==> config.mk <==
export PLATFORM = sky130hd
export DESIGN_NAME = button_event_decoder
export DESIGN_NICKNAME = d
export VERILOG_FILES = /design/src/rtl/button_event_decoder.sv
export SDC_FILE = /design/constraint.sdc
export NUM_CORES = 1
export LEC_CHECK = 0
export BUFFER_PORTS_ARGS = -buffer_cell sky130_fd_sc_hd__buf_2
export CAP_MARGIN = 25
export CORE_UTILIZATION = 53
export CTS_CLUSTER_DIAMETER = 80
export DETAILED_ROUTE_END_ITERATION = 10
export PLACE_DENSITY = 0.74
export SETUP_SLACK_MARGIN = 0.2
export SYNTH_ARGS = -nofsm -noshare
export SYNTH_HDL_FRONTEND = slang
export SYNTH_SLANG_ARGS = --single-unit
==> constraint.sdc <==
create_clock -name clk -period 1.5 [get_ports clk]
set_input_delay 0 -clock clk [delete_from_list [all_inputs] [get_ports clk]]
set_output_delay 0 -clock clk [all_outputs]
set_load 0.01 [all_outputs]
==> src/rtl/button_event_decoder.sv <==
`default_nettype none
// ============================================================================
// Module      : button_event_decoder
// Description : Turns a debounced button level into one-cycle press, release,
//               short-click, double-click and long-press events.
//               Optional feature macro: BUTTON_DOUBLE_CLICK_EN.
// Revision    : 1.0 - initial release
// ============================================================================
module button_event_decoder #(
    parameter int LONG_CNT = 16,
    parameter int DBL_GAP  = 8,
    parameter int CNT_W    = 8
) (
    input  logic clk,
    input  logic rst,
    input  logic pb_deb,
    output logic held,
    output logic press_pulse,
    output logic release_pulse,
    output logic short_click,
    output logic double_click,
    output logic long_press
);

    if ((LONG_CNT < 2) || (DBL_GAP < 2) ||
        ((2 ** CNT_W) <= LONG_CNT) || ((2 ** CNT_W) <= DBL_GAP)) begin : g_bad_params
        $error("button_event_decoder: illegal LONG_CNT/DBL_GAP/CNT_W combination");
    end

    typedef enum logic [2:0] {
        S_IDLE   = 3'd0,
        S_PRESS1 = 3'd1,
        S_LONG   = 3'd2
`ifdef BUTTON_DOUBLE_CLICK_EN
        ,
        S_WAIT2  = 3'd3,
        S_PRESS2 = 3'd4
`endif
    } state_t;

    localparam logic [CNT_W-1:0] c_LONG_LAST = CNT_W'(LONG_CNT - 1);
    localparam logic [CNT_W-1:0] c_CNT_MAX   = {CNT_W{1'b1}};
`ifdef BUTTON_DOUBLE_CLICK_EN
    localparam logic [CNT_W-1:0] c_GAP_LAST  = CNT_W'(DBL_GAP - 1);
`endif

    state_t           r_state;
    state_t           w_state_nxt;
    logic [CNT_W-1:0] r_cnt;
    logic             r_pb_q;
    logic             r_pb_q_d;
    logic             w_rise;
    logic             w_fall;
    logic             w_press_nxt;
    logic             w_release_nxt;
    logic             w_short_nxt;
    logic             w_double_nxt;
    logic             w_long_nxt;
    logic             r_press;
    logic             r_release;
    logic             r_short;
    logic             r_double;
    logic             r_long;

    assign w_rise = r_pb_q & ~r_pb_q_d;
    assign w_fall = ~r_pb_q & r_pb_q_d;

    always_ff @(posedge clk) begin
        if (rst) begin
            r_pb_q   <= 1'b0;
            r_pb_q_d <= 1'b0;
        end else begin
            r_pb_q   <= pb_deb;
            r_pb_q_d <= r_pb_q;
        end
    end

    always_ff @(posedge clk) begin
        if (rst) begin
            r_state <= S_IDLE;
        end else begin
            r_state <= w_state_nxt;
        end
    end

    // Counter restarts on every state change so each state times itself.
    always_ff @(posedge clk) begin
        if (rst) begin
            r_cnt <= '0;
        end else if (w_state_nxt != r_state) begin
            r_cnt <= '0;
        end else if (r_cnt != c_CNT_MAX) begin
            r_cnt <= r_cnt + 1'b1;
        end
    end

    // Edge checks come before threshold checks so the edge wins on a tie.
    always_comb begin
        w_state_nxt   = r_state;
        w_press_nxt   = 1'b0;
        w_release_nxt = 1'b0;
        w_short_nxt   = 1'b0;
        w_double_nxt  = 1'b0;
        w_long_nxt    = 1'b0;
        case (r_state)
            S_IDLE: begin
                if (w_rise) begin
                    w_state_nxt = S_PRESS1;
                    w_press_nxt = 1'b1;
                end
            end
            S_PRESS1: begin
                if (w_fall) begin
                    w_release_nxt = 1'b1;
`ifdef BUTTON_DOUBLE_CLICK_EN
                    w_state_nxt   = S_WAIT2;
`else
                    w_state_nxt   = S_IDLE;
                    w_short_nxt   = 1'b1;
`endif
                end else if (r_cnt == c_LONG_LAST) begin
                    w_state_nxt = S_LONG;
                    w_long_nxt  = 1'b1;
                end
            end
            S_LONG: begin
                if (w_fall) begin
                    w_state_nxt   = S_IDLE;
                    w_release_nxt = 1'b1;
                end
            end
`ifdef BUTTON_DOUBLE_CLICK_EN
            S_WAIT2: begin
                if (w_rise) begin
                    w_state_nxt = S_PRESS2;
                    w_press_nxt = 1'b1;
                end else if (r_cnt == c_GAP_LAST) begin
                    w_state_nxt = S_IDLE;
                    w_short_nxt = 1'b1;
                end
            end
            S_PRESS2: begin
                if (w_fall) begin
                    w_state_nxt   = S_IDLE;
                    w_release_nxt = 1'b1;
                    w_double_nxt  = 1'b1;
                end else if (r_cnt == c_LONG_LAST) begin
                    w_state_nxt = S_LONG;
                    w_long_nxt  = 1'b1;
                end
            end
`endif
            default: begin
                w_state_nxt = S_IDLE;
            end
        endcase
    end

    always_ff @(posedge clk) begin
        if (rst) begin
            r_press   <= 1'b0;
            r_release <= 1'b0;
            r_short   <= 1'b0;
            r_double  <= 1'b0;
            r_long    <= 1'b0;
        end else begin
            r_press   <= w_press_nxt;
            r_release <= w_release_nxt;
            r_short   <= w_short_nxt;
            r_double  <= w_double_nxt;
            r_long    <= w_long_nxt;
        end
    end

    assign held          = r_pb_q;
    assign press_pulse   = r_press;
    assign release_pulse = r_release;
    assign short_click   = r_short;
    assign double_click  = r_double;
    assign long_press    = r_long;

endmodule
`default_nettype wire

== After elaboration in Yosys (flattened, before gate mapping) ==
Cells that the tools add are included.

* Eq/ne operators: 5
* Reductions and logical operators: 7
* Multiplexer cells: 8
* Bitwise operators: 7
* Add/subtract/negate cells: 1

{| class="wikitable"
|+ Operators with widths
! operator !! number
|-
| $mux W3 || 4
|-
| $reduce_or A2 Y1 || 5
|-
| $pmux W3 S3 || 1
|-
| $add A8 B1 Y8 const B || 1
|-
| $eq A8 B4 Y1 const B || 1
|-
| $ne A8 B8 Y1 const B || 1
|-
| $not A1 Y1 || 5
|-
| $eq A3 B1 Y1 const B || 1
|-
| $eq A3 B2 Y1 const B || 1
|-
| $logic_not A3 Y1 || 1
|-
| $mux W1 || 3
|-
| $ne A3 B3 Y1 || 1
|-
| $reduce_or A3 Y1 || 1
|-
| $and A1 B1 Y1 || 2
|}

* Output and inout port bits: 6
* Word-level logic and storage cells: 36
* Register bits: 17
* Bits of input ports: 3

== Depth between registers and ports, before layout ==
Gate-level depths: netlist of run 1.

* Depth in word-level cells: 6
* Depth in mapped cells: 5
* Gate-level depth less buffers: 5

== Least setup slack after synthesis of run 1 ==
OpenSTA, ideal clock, no wires.

* Kind: register -> register
* Start point: reg r_cnt[0]
* End point: reg r_cnt[6]
* Arrival: 1.217 ns
* Stages on the path, launching flop included: 5
* Setup time: 0.103 ns
* Setup slack: 0.180 ns
* Path buffers: 0
* Cells stage by stage: dfxtp_1 ha_1 and3_4 nand3_1 a2111oi_2

* Cells in the longest elaborated chain, start to end: 6
* Elaborated cells on any way between the ends: 8
* Classes of those cells: add/sub: 1; eq/ne: 3; mux: 3; reduce/logical: 1

{| class="wikitable"
|+ RTL lines
! what !! line !! text
|-
| from (decl) || 49 || <nowiki>logic [CNT_W-1:0] r_cnt;</nowiki>
|-
| from (signal assigned) || 93 || <nowiki>r_cnt <= r_cnt + 1'b1;</nowiki>
|-
| $eq A8 B4 Y1 || 121 || <nowiki>end else if (r_cnt == c_LONG_LAST) begin</nowiki>
|-
| $mux W3 || 121 ||
|-
| $mux W3 || 113 || <nowiki>if (w_fall) begin</nowiki>
|-
| $pmux W3 S3 || 105 || <nowiki>case (r_state)</nowiki>
|-
| $ne A3 B3 Y1 || 90 || <nowiki>end else if (w_state_nxt != r_state) begin</nowiki>
|-
| $reduce_or A2 Y1 (no line) || -- ||
|}

Parallel ways exist; a longest one is shown, timed or not.
A chain may end at the register's enable or synchronous reset.

== Worst setup path after layout of run 1 ==
* Start point: reg r_pb_q_d
* End point: reg r_cnt[7]

* Cells in the longest elaborated chain, start to end: 6
* Elaborated cells on any way between the ends: 9
* Classes of those cells: eq/ne: 1; mux: 4; bitwise: 3; reduce/logical: 1

{| class="wikitable"
|+ RTL lines
! what !! line !! text
|-
| from (decl) || 51 || <nowiki>logic r_pb_q_d;</nowiki>
|-
| from (signal assigned) || 74 || <nowiki>r_pb_q_d <= r_pb_q;</nowiki>
|-
| $not A1 Y1 || 65 || <nowiki>assign w_rise = r_pb_q & ~r_pb_q_d;</nowiki>
|-
| $and A1 B1 Y1 || 65 ||
|-
| $mux W3 || 107 || <nowiki>if (w_rise) begin</nowiki>
|-
| $pmux W3 S3 (*) || 105 ||
|-
| $ne A3 B3 Y1 (*) || 90 ||
|-
| $reduce_or A2 Y1 (no line) (*) || -- ||
|}

Mark *: on every way between the ends. The rest lies on a longest branch, timed or not.

==> results of run 1 <==
==> timing repair <==
| action | 4_1_cts | 5_1_grt |
|---|---|---|
| endpoints found under the hold margin | 5 | 0 |
| pin swaps | 6 | 5 |
| setup endpoints to repair | 8 | 8 |
| hold buffers | 3 | 0 |
| setup buffers | 2 | 1 |
| resized for setup | 6 | 12 |
==> stage by stage <==
stage | worst slack [ps] | total power, mW | instance area (um2) | hold slack [ps] | utilization [%]
global route | 25.9 | 0.793 | 961 | 521 | 73.8
detailed placement | 114 | 0.517 | 803 | 222 | 61.7
global placement | 147 | 0.517 | 803 | 218 | 61.7
floorplan | 210 | 0.507 | 757 | 71.6 | -
CTS | 179 | 0.765 | 902 | 481 | 69.3
finish | 133 | 0.767 | 961 | 483 | 73.8
==> tightest hold or removal path: stages <==
cell,delay (ps)
sky130_fd_sc_hd__dlygate4sd3_1,520
sky130_fd_sc_hd__buf_2,170
sky130_fd_sc_hd__nor2_1,60
==> routing by layer <==
| layer | vias up | GRT usage [%] | part of all wire (%) |
|---|---|---|---|
| met1 | 288 | 24.5 | 45 |
| li1 | 305 | - | - |
| met3 | 5 | 5.11 | 4.4 |
| met2 | 18 | 25.8 | 48 |
| met4 | 0 | 12.9 | 2.5 |
| met5 | - | 0 | 0 |
==> final cells by class <==
| cell class | count | area, um2 |
|---|---|---|
| Fill cell | 102 | 340 |
| Multi-Input combinational cell | 56 | 464 |
| Inverter | 2 | 7.51 |
| Sequential cell | 17 | 355 |
| Tap cell | 15 | 18.8 |
| Clock buffer | 3 | 22.5 |
| Clock inverter | 1 | 5.00 |
| Timing Repair Buffer | 13 | 87.6 |
==> logic make-up after synthesis <==
| family | count (synthesis) |
|---|---|
| flops | 17 |
| mux | 1 |
| other cells | 1 |
| simple gates | 39 |
| fa+ha+maj | 1 |
| compound gates | 11 |
| buf+inv | 3 |
| xor+xnor | 2 |
==> power by group through the flow <==
stage	clock (mW)	combinational, mW	sequential [mW]
after floorplan	0	0.0295	0.478
after global placement	0	0.0391	0.478
after detailed placement	0	0.0395	0.478
after CTS	0.249	0.0508	0.465
after global routing	0.264	0.0629	0.466
final	0.246	0.0568	0.465
==> worst paths after layout <==
path              cells past startpoint         end  slack (ps)
hold reg to reg                       1    r_pb_q_d         510
hold / removal                        3  r_state[0]         480
setup reg to reg                      4    r_cnt[7]         130
setup / recovery                      4    r_cnt[7]         130
==> registers in the layout (all words and copies together), names as in the netlist <==
name / count
held: 1
long_press: 1
press_pulse: 1
r_state: 3
release_pulse: 1
r_cnt: 8
r_pb_q_d: 1
short_click: 1
==> Yosys cell counts (all sizes together) <==
master	n
xor2	2
or4b	1
dfxtp	17
and3	2
o21ai	4
mux2i	1
nor2	9
a21boi	1
nor3b	1
conb	1
buf	1
ha	1
nor2b	3
nand3	5
nand2	2
nor3	9
nand4	2
and3b	1
a2111oi	2
o211ai	1
nand2b	2
a21oi	2
inv	2
o2111ai	1
nor4	2
==> results.txt, run 1 <==
----------------------------------------------------
[Synth]
  Mean instance size in the synthesized netlist ... around 10 um2
  Synth warnings ... 0
  Simple-Gate Fraction of Synth Area ... approximately a third
  Compound-gate portion of the synthesized area ... 12.7%
  Sequential-to-total area share from yosys stat ... 45.4%
  Syn Std Cell Area ... 749 um2
  Synthesized-area fraction occupied by adder cells ... 1.67%
  Mux contribution to synthesized area ... 1.34%
  Synth area leader ... sky130_fd_sc_hd__dfxtp_1
  Number of distinct library cell variants in the gate-level netlist after synthesis ... 32
  Cells taking the most area after synthesis ... sky130_fd_sc_hd__dfxtp_1, sky130_fd_sc_hd__nor3_1, sky130_fd_sc_hd__a2111oi_2
  Number of flip-flops and latches in the synthesized netlist ... 17
  Fraction of synthesized cell area in xor and xnor cells ... ~2.3%
  Dominant combinational cell family by area after synthesis ... simple AND/OR/NAND/NOR gates
  Post-synth top area share ... 45.4%
  Post-synthesis instance total ... 75

[Global route]
  Total overflow reported by the global router ... 0
  Wire length of the first global-routing pass ... 1890 um
  Number of global-route vias before repair ... 440
  Maximum number of pins on one net before global-route repair ... 11
  Antenna violations before repair ... 0
  All-layer global routing usage ... 18.7%

[Routing]
  Remaining design rule violation count ... 0
  1st-pass router iterations ... 4
  Count of antenna-violating nets left after detailed routing ... 0
  Total number of vias ... 616
  Via density ... 5.76
  Starting DRC count in detailed routing ... 17
  Wire length reported by the detailed router ... 1530 um
  Mean routed wirelength per cell ... 14.3 um

[Worst setup path]
  Required time worst endpoint ... 1700 ps
  Launching element type of the critical path ... register
  Peak per-stage delay on the critical path ... 320 ps
  Cell with the largest stage delay on the worst path ... sky130_fd_sc_hd__dfxtp_1
  Data arrival time of the critical path ... about 1600 ps
  Worst setup path start ... r_pb_q_d
  Kind of cell adding the most delay to the critical path ... compound AO/OA/AOI/OAI gates
  Worst Path Buf+Inv ... 0
  Cell-by-cell trace of the critical path ... nor2b_2 -> o21ai_1 -> nand3_4 -> a2111oi_2
  Kind of critical path ... reg2reg
  CP max FO ... 8
  Source of the worst register-to-register timing path ... r_pb_q_d
  Setup crit end kind ... register

[Clock tree]
  Clock insertion delay at the later pin of the skew report ... 300 ps
  Root Buffer Master ... sky130_fd_sc_hd__clkbuf_4
  Clock slew at the register clock pins of the worst setup and hold paths ... 100 ps
  Largest buffer count on any clock path ... 2
  Count of clock tree sinks ... 17
  Inserted Clock Buffers ... 3
  Deepest level of the CTS H-tree ... 1
  Clock tree from TritonCTS ... yes

[STA]
  Crit share post-route ... between 90% and 100%
  Final-layout setup total negative slack ... 0 ps
  RSZ-0062 raised after global routing ... yes
  Tmin final ... roughly 1400 ps
  Setup-failing EPs final ... 0
  Number of max-slew violations in the final report ... 0
  Highest achievable clock rate ... 732 MHz
  Hold violation count in the final report ... 0
  Worst clock skew ... around 2.6 ps

[Finish]
  Most frequent standard cell in the layout excluding fill and tap cells ... sky130_fd_sc_hd__dfxtp_1
  Number of nets in the layout ... 97
  Layout-stage area growth over the synthesis result ... 28.2%
  Antenna diode instance count ... 0
  Fraction of final layout cells sized beyond drive strength 1 ... 40.2%
  Highest-count cells in the layout ignoring fill and taps ... sky130_fd_sc_hd__dfxtp_1, sky130_fd_sc_hd__nor2_1, sky130_fd_sc_hd__nor3_1, sky130_fd_sc_hd__buf_2
  Filler-free cell count of the finished design ... 107

[Die]
  Floorplan die height ... 39.6 um
  Horizontal extent of the die ... 39.6 um
  Number of standard-cell rows in the floorplan ... 13
  Overall die area ... 1570 um2
  Initial cell density of the core ... 57.6%
  Top-level port count ... 9
  Core region area ... 1300 um2

[Power and ir drop]
  Switching power summed over all nets ... roughly 180 uW
  Worst-case vdd ir drop ... slightly below 600 uV
  Cell internal power dissipation ... 583 uW
  Combinational fraction of design power ... 7.4%
  Switching power as a share of total power ... 24.0%
  Power density relative to cell area ... 799 nW/um2
  Portion of total power attributed to the clock network ... 32.0%
  Seq pwr share ... between 60% and 70%
  Static power due to leakage ... 0.341 nW

[Outcome]
  Status ... complete, no violations

[Min path]
  Hold Startpoint ... rst
  Hold crit path type ... in2reg

[Place]
  Half-perimeter wire length after placement ... 887 um
  Placed insts ... 97
  Number of port buffers ... 7
  Routability congestion estimate from global placement ... around 0.8

[Flow run]
  Max Cap Violations ... 0

----------------------------------------------------
(Power assumes the default switching activity.)
==> inputs of run 2 (changes only) <==
--- a/config.mk
+++ b/config.mk
@@ -10,7 +10,7 @@
 export CORE_UTILIZATION = 53
 export CTS_CLUSTER_DIAMETER = 80
 export DETAILED_ROUTE_END_ITERATION = 10
-export PLACE_DENSITY = 0.74
+export PLACE_DENSITY = 0.76
 export SETUP_SLACK_MARGIN = 0.2
 export SYNTH_ARGS = -nofsm -noshare
 export SYNTH_HDL_FRONTEND = slang
==> results.txt, run 2 (same netlist as run 1, synthesis figures left out) <==
----------------------------------------------------
[Place]
  Number of port buffers ... 7 (unchanged)
  Half-perimeter wire length after placement ... 910 um (+2.6%)
  Routability congestion estimate from global placement ... 0.774 (-3.5%)
  Post-placement setup slack ... 101 ps (-13.6 ps)

[Worst setup path]
  Worst-case reg-to-reg path depth ... 6 (+2)
  Worst flop-to-flop path endpoint ... r_cnt[7]
  Kind of critical path ... reg2reg
  Critical Path Sink ... r_cnt[7]
  Launching element type of the critical path ... register
  Reg2reg setup slack ... 180 ps (+40 ps)
  Data arrival time of the critical path ... 1520 ps (-40 ps)
  CP max FO ... 8 (unchanged)
  Required time worst endpoint ... 1690 ps (about the same)
  Source of the worst register-to-register timing path ... r_cnt[1]
  Setup crit end kind ... register
  Worst setup path start ... r_cnt[1]

[Global route]
  Total overflow reported by the global router ... 0 (unchanged)
  Wire length of the first global-routing pass ... 2300 um (+22%)
  Antenna violations before repair ... 0 (unchanged)
  Maximum number of pins on one net before global-route repair ... 11 (unchanged)
  All-layer global routing usage ... 22.6% (+3.9 points)
  Number of global-route vias before repair ... 529 (+20%)

[Finish]
  Register name with the most flops ... r_cnt
  Most frequent standard cell in the layout excluding fill and tap cells ... sky130_fd_sc_hd__dfxtp_1
  Number of nets in the layout ... 101 (+4.1%)
  Antenna diode instance count ... 0 (unchanged)
  Fill cell total of the finished layout ... 79 (-23%)
  Highest-count cells in the layout ignoring fill and taps ... sky130_fd_sc_hd__dfxtp_1, sky130_fd_sc_hd__nor2_1, sky130_fd_sc_hd__buf_2
  Layout-stage area growth over the synthesis result ... 39.1%
  Fraction of final layout cells sized beyond drive strength 1 ... 49.0% (+8.7 points)
  Biggest regs ... r_cnt: 8 flops, r_state: 3 flops
  Flip-flop count of the largest register after layout ... 8 (unchanged)

[Power and ir drop]
  Portion of total power attributed to the clock network ... 31.7% (-0.3 points)
  Cell internal power dissipation ... 590 uW (+1.2%)
  Static power due to leakage ... 0.366 nW (+7.2%)
  Switching power summed over all nets ... 191 uW (+3.5%)
  Combinational fraction of design power ... 8.5% (+1.1 points)
  Seq pwr share ... 59.8% (-0.8 points)
  Power density relative to cell area ... 749 nW/um2 (-6.2%)
  Switching power as a share of total power ... 24.5% (+0.42 points)
  Worst-case vdd ir drop ... 520 uV (-13%)

[Clock tree]
  Root Buffer Master ... sky130_fd_sc_hd__clkbuf_4
  Clock slew at the register clock pins of the worst setup and hold paths ... 100 ps (about the same)
  Clock insertion delay at the later pin of the skew report ... 300 ps (about the same)
  Largest buffer count on any clock path ... 2 (unchanged)
  Inserted Clock Buffers ... 3 (unchanged)
  Clock tree from TritonCTS ... yes
  Deepest level of the CTS H-tree ... 1 (unchanged)
  Count of clock tree sinks ... 17 (unchanged)

[Die]
  Top-level port count ... 9 (unchanged)
  Core region area ... 1300 um2 (unchanged)
  Floorplan die height ... 39.6 um (unchanged)
  Number of standard-cell rows in the floorplan ... 13 (unchanged)
  Initial cell density of the core ... 57.6% (unchanged)
  Horizontal extent of the die ... 39.6 um (unchanged)
  Overall die area ... 1570 um2 (unchanged)

[STA]
  Hold violation count in the final report ... 0 (unchanged)
  Worst clock skew ... 4.83 ps (+2.26 ps)
  Crit share post-route ... 88.2% (-3.0 points)
  Number of max-slew violations in the final report ... 0 (unchanged)
  Final-layout setup total negative slack ... 0 ps (unchanged)
  RSZ-0062 raised after global routing ... yes
  Highest achievable clock rate ... 756 MHz (+3.4%)
  Tmin final ... 1320 ps (-44.7 ps)
  Setup-failing EPs final ... 0 (unchanged)
  Worst hold margin ... 481 ps (-1.60 ps)
  Worst Slack Setup Final ... 178 ps (+44.7 ps)

[Routing]
  Count of antenna-violating nets left after detailed routing ... 0 (unchanged)
  Total number of vias ... 646 (+4.9%)
  Via density ... 5.82 (+1.1%)
  Remaining design rule violation count ... 0 (unchanged)
  Mean routed wirelength per cell ... 15.8 um (+10%)
  Wire length reported by the detailed router ... 1750 um (+14%)
  1st-pass router iterations ... 4 (unchanged)
  Starting DRC count in detailed routing ... 9 (-8)

[Flow run]
  Max Cap Violations ... 0 (unchanged)

[Min path]
  Hold crit path type ... in2reg

[Outcome]
  Status ... complete, no violations

----------------------------------------------------
-- run 2: changes by cell type in the layout (fill, tap and decap cells not counted), moves of 2 or more --
cell / delta
sky130_fd_sc_hd__buf_4: +3
sky130_fd_sc_hd__dfxtp_2: +3
sky130_fd_sc_hd__nor3_1: -3
sky130_fd_sc_hd__nor3_2: +3
sky130_fd_sc_hd__dfxtp_1: -2
-- run 2: stage by stage --
| step | power [mW] | std cells | util, % | instance area [um2] |
|---|---|---|---|---|
| after global placement | 0.516 | 97 | 61.7 | 803 |
| after global routing | 0.812 | 111 | 80.1 | 1040 |
| after CTS | 0.780 | 109 | 74.8 | 973 |
| after floorplan | 0.507 | 76 | - | 757 |
| final | 0.781 | 111 | 80.1 | 1040 |
| after detailed placement | 0.519 | 97 | 61.7 | 803 |
-- run 2: timing repair --
| item | CTS | global route |
|---|---|---|
| resized for setup | 15 | 10 |
| hold buffers | 3 | 0 |
| pin swaps | 7 | 4 |
| setup endpoints to repair | 9 | 9 |
| cloned | 0 | 0 |
| hold endpoints to repair | 5 | 0 |
| buffers inserted | 5 | 2 |
-- run 2: final cells by class --
| type | count | area [um2] | area share [%] |
|---|---|---|---|
| clock buffer | 3 | 22.5 | 2.16 |
| clock inverter | 1 | 5.00 | 0.480 |
| inverter | 2 | 7.51 | 0.720 |
| multi-input combinational | 56 | 503 | 48.3 |
| sequential | 17 | 355 | 34.1 |
| tap | 15 | 18.8 | 1.80 |
| timing repair buffer | 17 | 130 | 12.5 |
-- run 2: routing by layer --
layer	wire (um)	track usage (%)	part of all wire (%)	vias up
met5	0	0	0	-
met4	23	9.48	1.3	0
met3	31	3.98	1.8	2
met2	876	38.9	50	8
met1	818	26.9	47	322
li1	-	-	-	314
-- run 2: critical path: stages (launching register included) --
cell                        delay, ps
sky130_fd_sc_hd__dfxtp_4          370
sky130_fd_sc_hd__ha_4             170
sky130_fd_sc_hd__and3_4           210
sky130_fd_sc_hd__nand2_4           90
sky130_fd_sc_hd__a21boi_4          60
sky130_fd_sc_hd__buf_12           140
sky130_fd_sc_hd__a2111oi_4        180
-- run 2: worst min-delay path by stage --
stage / cells past startpoint / slack (ps) / startpoint / end
detailed placement: 2 / 220 / pb_deb / held
CTS: 3 / 480 / rst / r_state[0]
finish: 3 / 480 / rst / r_pb_q_d
global placement: 2 / 220 / pb_deb / held
floorplan: 1 / 70 / rst / held
global route: 3 / 500 / rst / press_pulse
-- run 2: power groups by stage --
| stage | Combinational [mW] | Sequential, mW | Clock (mW) |
|---|---|---|---|
| floorplan | 0.0295 | 0.478 | 0 |
| global placement | 0.0387 | 0.478 | 0 |
| detailed placement | 0.0405 | 0.479 | 0 |
| CTS | 0.0632 | 0.467 | 0.250 |
| global route | 0.0711 | 0.468 | 0.272 |
| finish | 0.0665 | 0.467 | 0.247 |
==> inputs of run 3 (changes only) <==
==> constraint.sdc (replaced) <==
create_clock -name clk -period 1.5 [get_ports clk]
set_input_delay 0.15 -clock clk [delete_from_list [all_inputs] [get_ports clk]]
set_output_delay 0.15 -clock clk [all_outputs]
set_load 0.01 [all_outputs]
==> results.txt, run 3 (same netlist as run 1, synthesis figures left out) <==
----------------------------------------------------
[Outcome]
  Status ... complete, no violations

[Clock tree]
  Clock slew at the register clock pins of the worst setup and hold paths ... 100 ps (about the same)
  Largest buffer count on any clock path ... 2 (unchanged)
  Inserted Clock Buffers ... 3 (unchanged)
  Clock tree from TritonCTS ... yes
  Count of clock tree sinks ... 17 (unchanged)
  Root Buffer Master ... sky130_fd_sc_hd__clkbuf_4
  Deepest level of the CTS H-tree ... 1 (unchanged)
  Clock insertion delay at the later pin of the skew report ... 290 ps (about the same)
  Hold-fix buffers at CTS ... 0 (-3)

[Worst setup path]
  Setup crit end kind ... register
  Most repeated library cell on the critical path ... sky130_fd_sc_hd__nor2_1
  Worst setup path start ... r_cnt[2]
  CP max FO ... 6 (-2)
  Kind of critical path ... reg2reg
  Worst Path Buf+Inv ... 0 (-1)
  Source of the worst register-to-register timing path ... r_cnt[2]
  Kind of cell adding the most delay to the critical path ... flip-flops
  Launching element type of the critical path ... register
  Required time worst endpoint ... 1700 ps (about the same)
  Peak per-stage delay on the critical path ... 480 ps (+110 ps)
  Cell-by-cell trace of the critical path ... nand4_1 -> nor2_1 -> nor2_1 -> a2111oi_4
  Data arrival time of the critical path ... 1560 ps (+40 ps)
  Cell with the largest stage delay on the worst path ... sky130_fd_sc_hd__dfxtp_1

[Place]
  Placed insts ... 97 (unchanged)
  Routability congestion estimate from global placement ... 0.774 (unchanged)
  Number of port buffers ... 7 (unchanged)
  Half-perimeter wire length after placement ... 910 um (unchanged)

[STA]
  Number of max-slew violations in the final report ... 0 (unchanged)
  Crit share post-route ... 90.6% (+2.4 points)
  Final-layout setup total negative slack ... 0 ps (unchanged)
  Hold violation count in the final report ... 0 (unchanged)
  Tmin final ... 1360 ps (+36.5 ps)
  Worst clock skew ... 1.64 ps (-3.18 ps)
  Setup-failing EPs final ... 0 (unchanged)
  Highest achievable clock rate ... 736 MHz (-2.7%)
  RSZ-0062 raised after global routing ... yes

[Finish]
  Fraction of final layout cells sized beyond drive strength 1 ... 53.7% (+4.7 points)
  Layout-stage area growth over the synthesis result ... 40.2%
  Fill cell total of the finished layout ... 76 (-3.8%)
  Filler-free cell count of the finished design ... 110 (-0.90%)
  Area taken by multi-input logic gates ... 523 um2 (+4.0%)
  Highest-count cells in the layout ignoring fill and taps ... sky130_fd_sc_hd__dfxtp_1, sky130_fd_sc_hd__nor2_1, sky130_fd_sc_hd__buf_4
  Antenna diode instance count ... 0 (unchanged)
  Flip-flop count of the largest register after layout ... 8 (unchanged)
  Register name with the most flops ... r_cnt
  Reg area ... 359 um2 (+1.1%)
  Most frequent standard cell in the layout excluding fill and tap cells ... sky130_fd_sc_hd__dfxtp_1
  Number of nets in the layout ... 100 (-0.99%)
  Biggest regs ... r_cnt: 8 flops, r_state: 3 flops

[Global route]
  Total overflow reported by the global router ... 0 (unchanged)
  Antenna violations before repair ... 0 (unchanged)
  Number of global-route vias before repair ... 536 (+1.3%)
  All-layer global routing usage ... 22.6% (-0.027 points)
  Wire length of the first global-routing pass ... 2300 um (+0.30%)
  Maximum number of pins on one net before global-route repair ... 11 (unchanged)

[Power and ir drop]
  Switching power as a share of total power ... 25.1% (+0.69 points)
  Cell internal power dissipation ... 584 uW (-1.1%)
  Combinational fraction of design power ... 8.3% (-0.2 points)
  Switching power summed over all nets ... 196 uW (+2.7%)
  Seq pwr share ... 59.5% (-0.3 points)
  Power density relative to cell area ... 742 nW/um2 (-0.99%)
  Worst-case vdd ir drop ... 726 uV (+40%)
  Static power due to leakage ... 0.365 nW (-0.17%)
  Portion of total power attributed to the clock network ... 32.2% (+0.5 points)

[Routing]
  Wire length reported by the detailed router ... 1910 um (+9.1%)
  Remaining design rule violation count ... 0 (unchanged)
  Via density ... 6.03 (+3.6%)
  Total number of vias ... 663 (+2.6%)
  1st-pass router iterations ... 6 (+2)
  Starting DRC count in detailed routing ... 17 (+8)
  Mean routed wirelength per cell ... 17.4 um (+10%)
  Count of antenna-violating nets left after detailed routing ... 0 (unchanged)

[Die]
  Top-level port count ... 9 (unchanged)
  Core region area ... 1300 um2 (unchanged)
  Initial cell density of the core ... 57.6% (unchanged)
  Number of standard-cell rows in the floorplan ... 13 (unchanged)
  Floorplan die height ... 39.6 um (unchanged)
  Horizontal extent of the die ... 39.6 um (unchanged)
  Overall die area ... 1570 um2 (unchanged)

[Min path]
  Hold crit path type ... in2reg
  Hold Startpoint ... pb_deb

[Flow run]
  Max Cap Violations ... 0 (unchanged)

----------------------------------------------------
==> run 3: cell types whose count changed in the layout (fill, tap and decap cells not counted), moves of 2 or more <==
cell and delta:
sky130_fd_sc_hd__dfxtp_2 -3, sky130_fd_sc_hd__dlygate4sd3_1 -3, sky130_fd_sc_hd__buf_4 +2, sky130_fd_sc_hd__dfxtp_4 +2
==> run 3: through the flow <==
stage | power [mW] | cell area (um2) | setup WS [ps] | util [%] | hold WS (ps)
global route | 0.801 | 1050 | 76.2 | 80.8 | 62.2
floorplan | 0.507 | 757 | 210 | - | 222
global placement | 0.516 | 803 | 148 | 61.7 | 368
CTS | 0.774 | 943 | 198 | 72.5 | 63.6
finish | 0.780 | 1050 | 141 | 80.8 | 62.7
detailed placement | 0.519 | 803 | 101 | 61.7 | 372
==> run 3: worst reg2reg max path: cells and delay by family, from the launching register on <==
| family | cells | cell delay, ps |
|---|---|---|
| AOI/OAI and AO/OA | 1 | 310 |
| DFF | 1 | 480 |
| and+or+nand+nor | 3 | 460 |
==> run 3: layout make-up <==
type / instances / share of cell area (%)
Clock inverter: 1 / 0.476
Timing Repair Buffer: 16 / 11.0
Tap cell: 15 / 1.79
Multi-Input combinational cell: 56 / 49.8
Sequential cell: 17 / 34.2
Inverter: 2 / 0.714
Clock buffer: 3 / 2.14
==> run 3: path summary, 6_finish.rpt <==
path,endpoint,slack [ps],depth (start not counted)
min,held,60,2
max,r_cnt[7],140,4
min reg2reg,r_pb_q_d,510,1
max reg2reg,r_cnt[7],140,4
==> run 3: what timing repair did <==
action / CTS / global route
endpoints found under the setup margin: 9 / 11
gates resized for setup: 15 / 15
setup buffers: 5 / 4
pin swaps: 7 / 5
==> run 3: power groups by stage <==
stage	clock (mW)	combinational (mW)	sequential, mW
after floorplan	0	0.0295	0.478
after global placement	0	0.0387	0.478
after detailed placement	0	0.0405	0.479
after CTS	0.250	0.0573	0.467
after global routing	0.266	0.0692	0.465
final	0.251	0.0650	0.464
==> run 3: per-layer routing <==
layer / share of wire, % / vias to the layer above / global-route usage [%]
li1: - / 316 / -
met2: 49 / 23 / 37.7
met4: 2.9 / 0 / 11.2
met5: 0 / - / 0
met1: 44 / 318 / 26.5
met3: 3.7 / 6 / 5.11
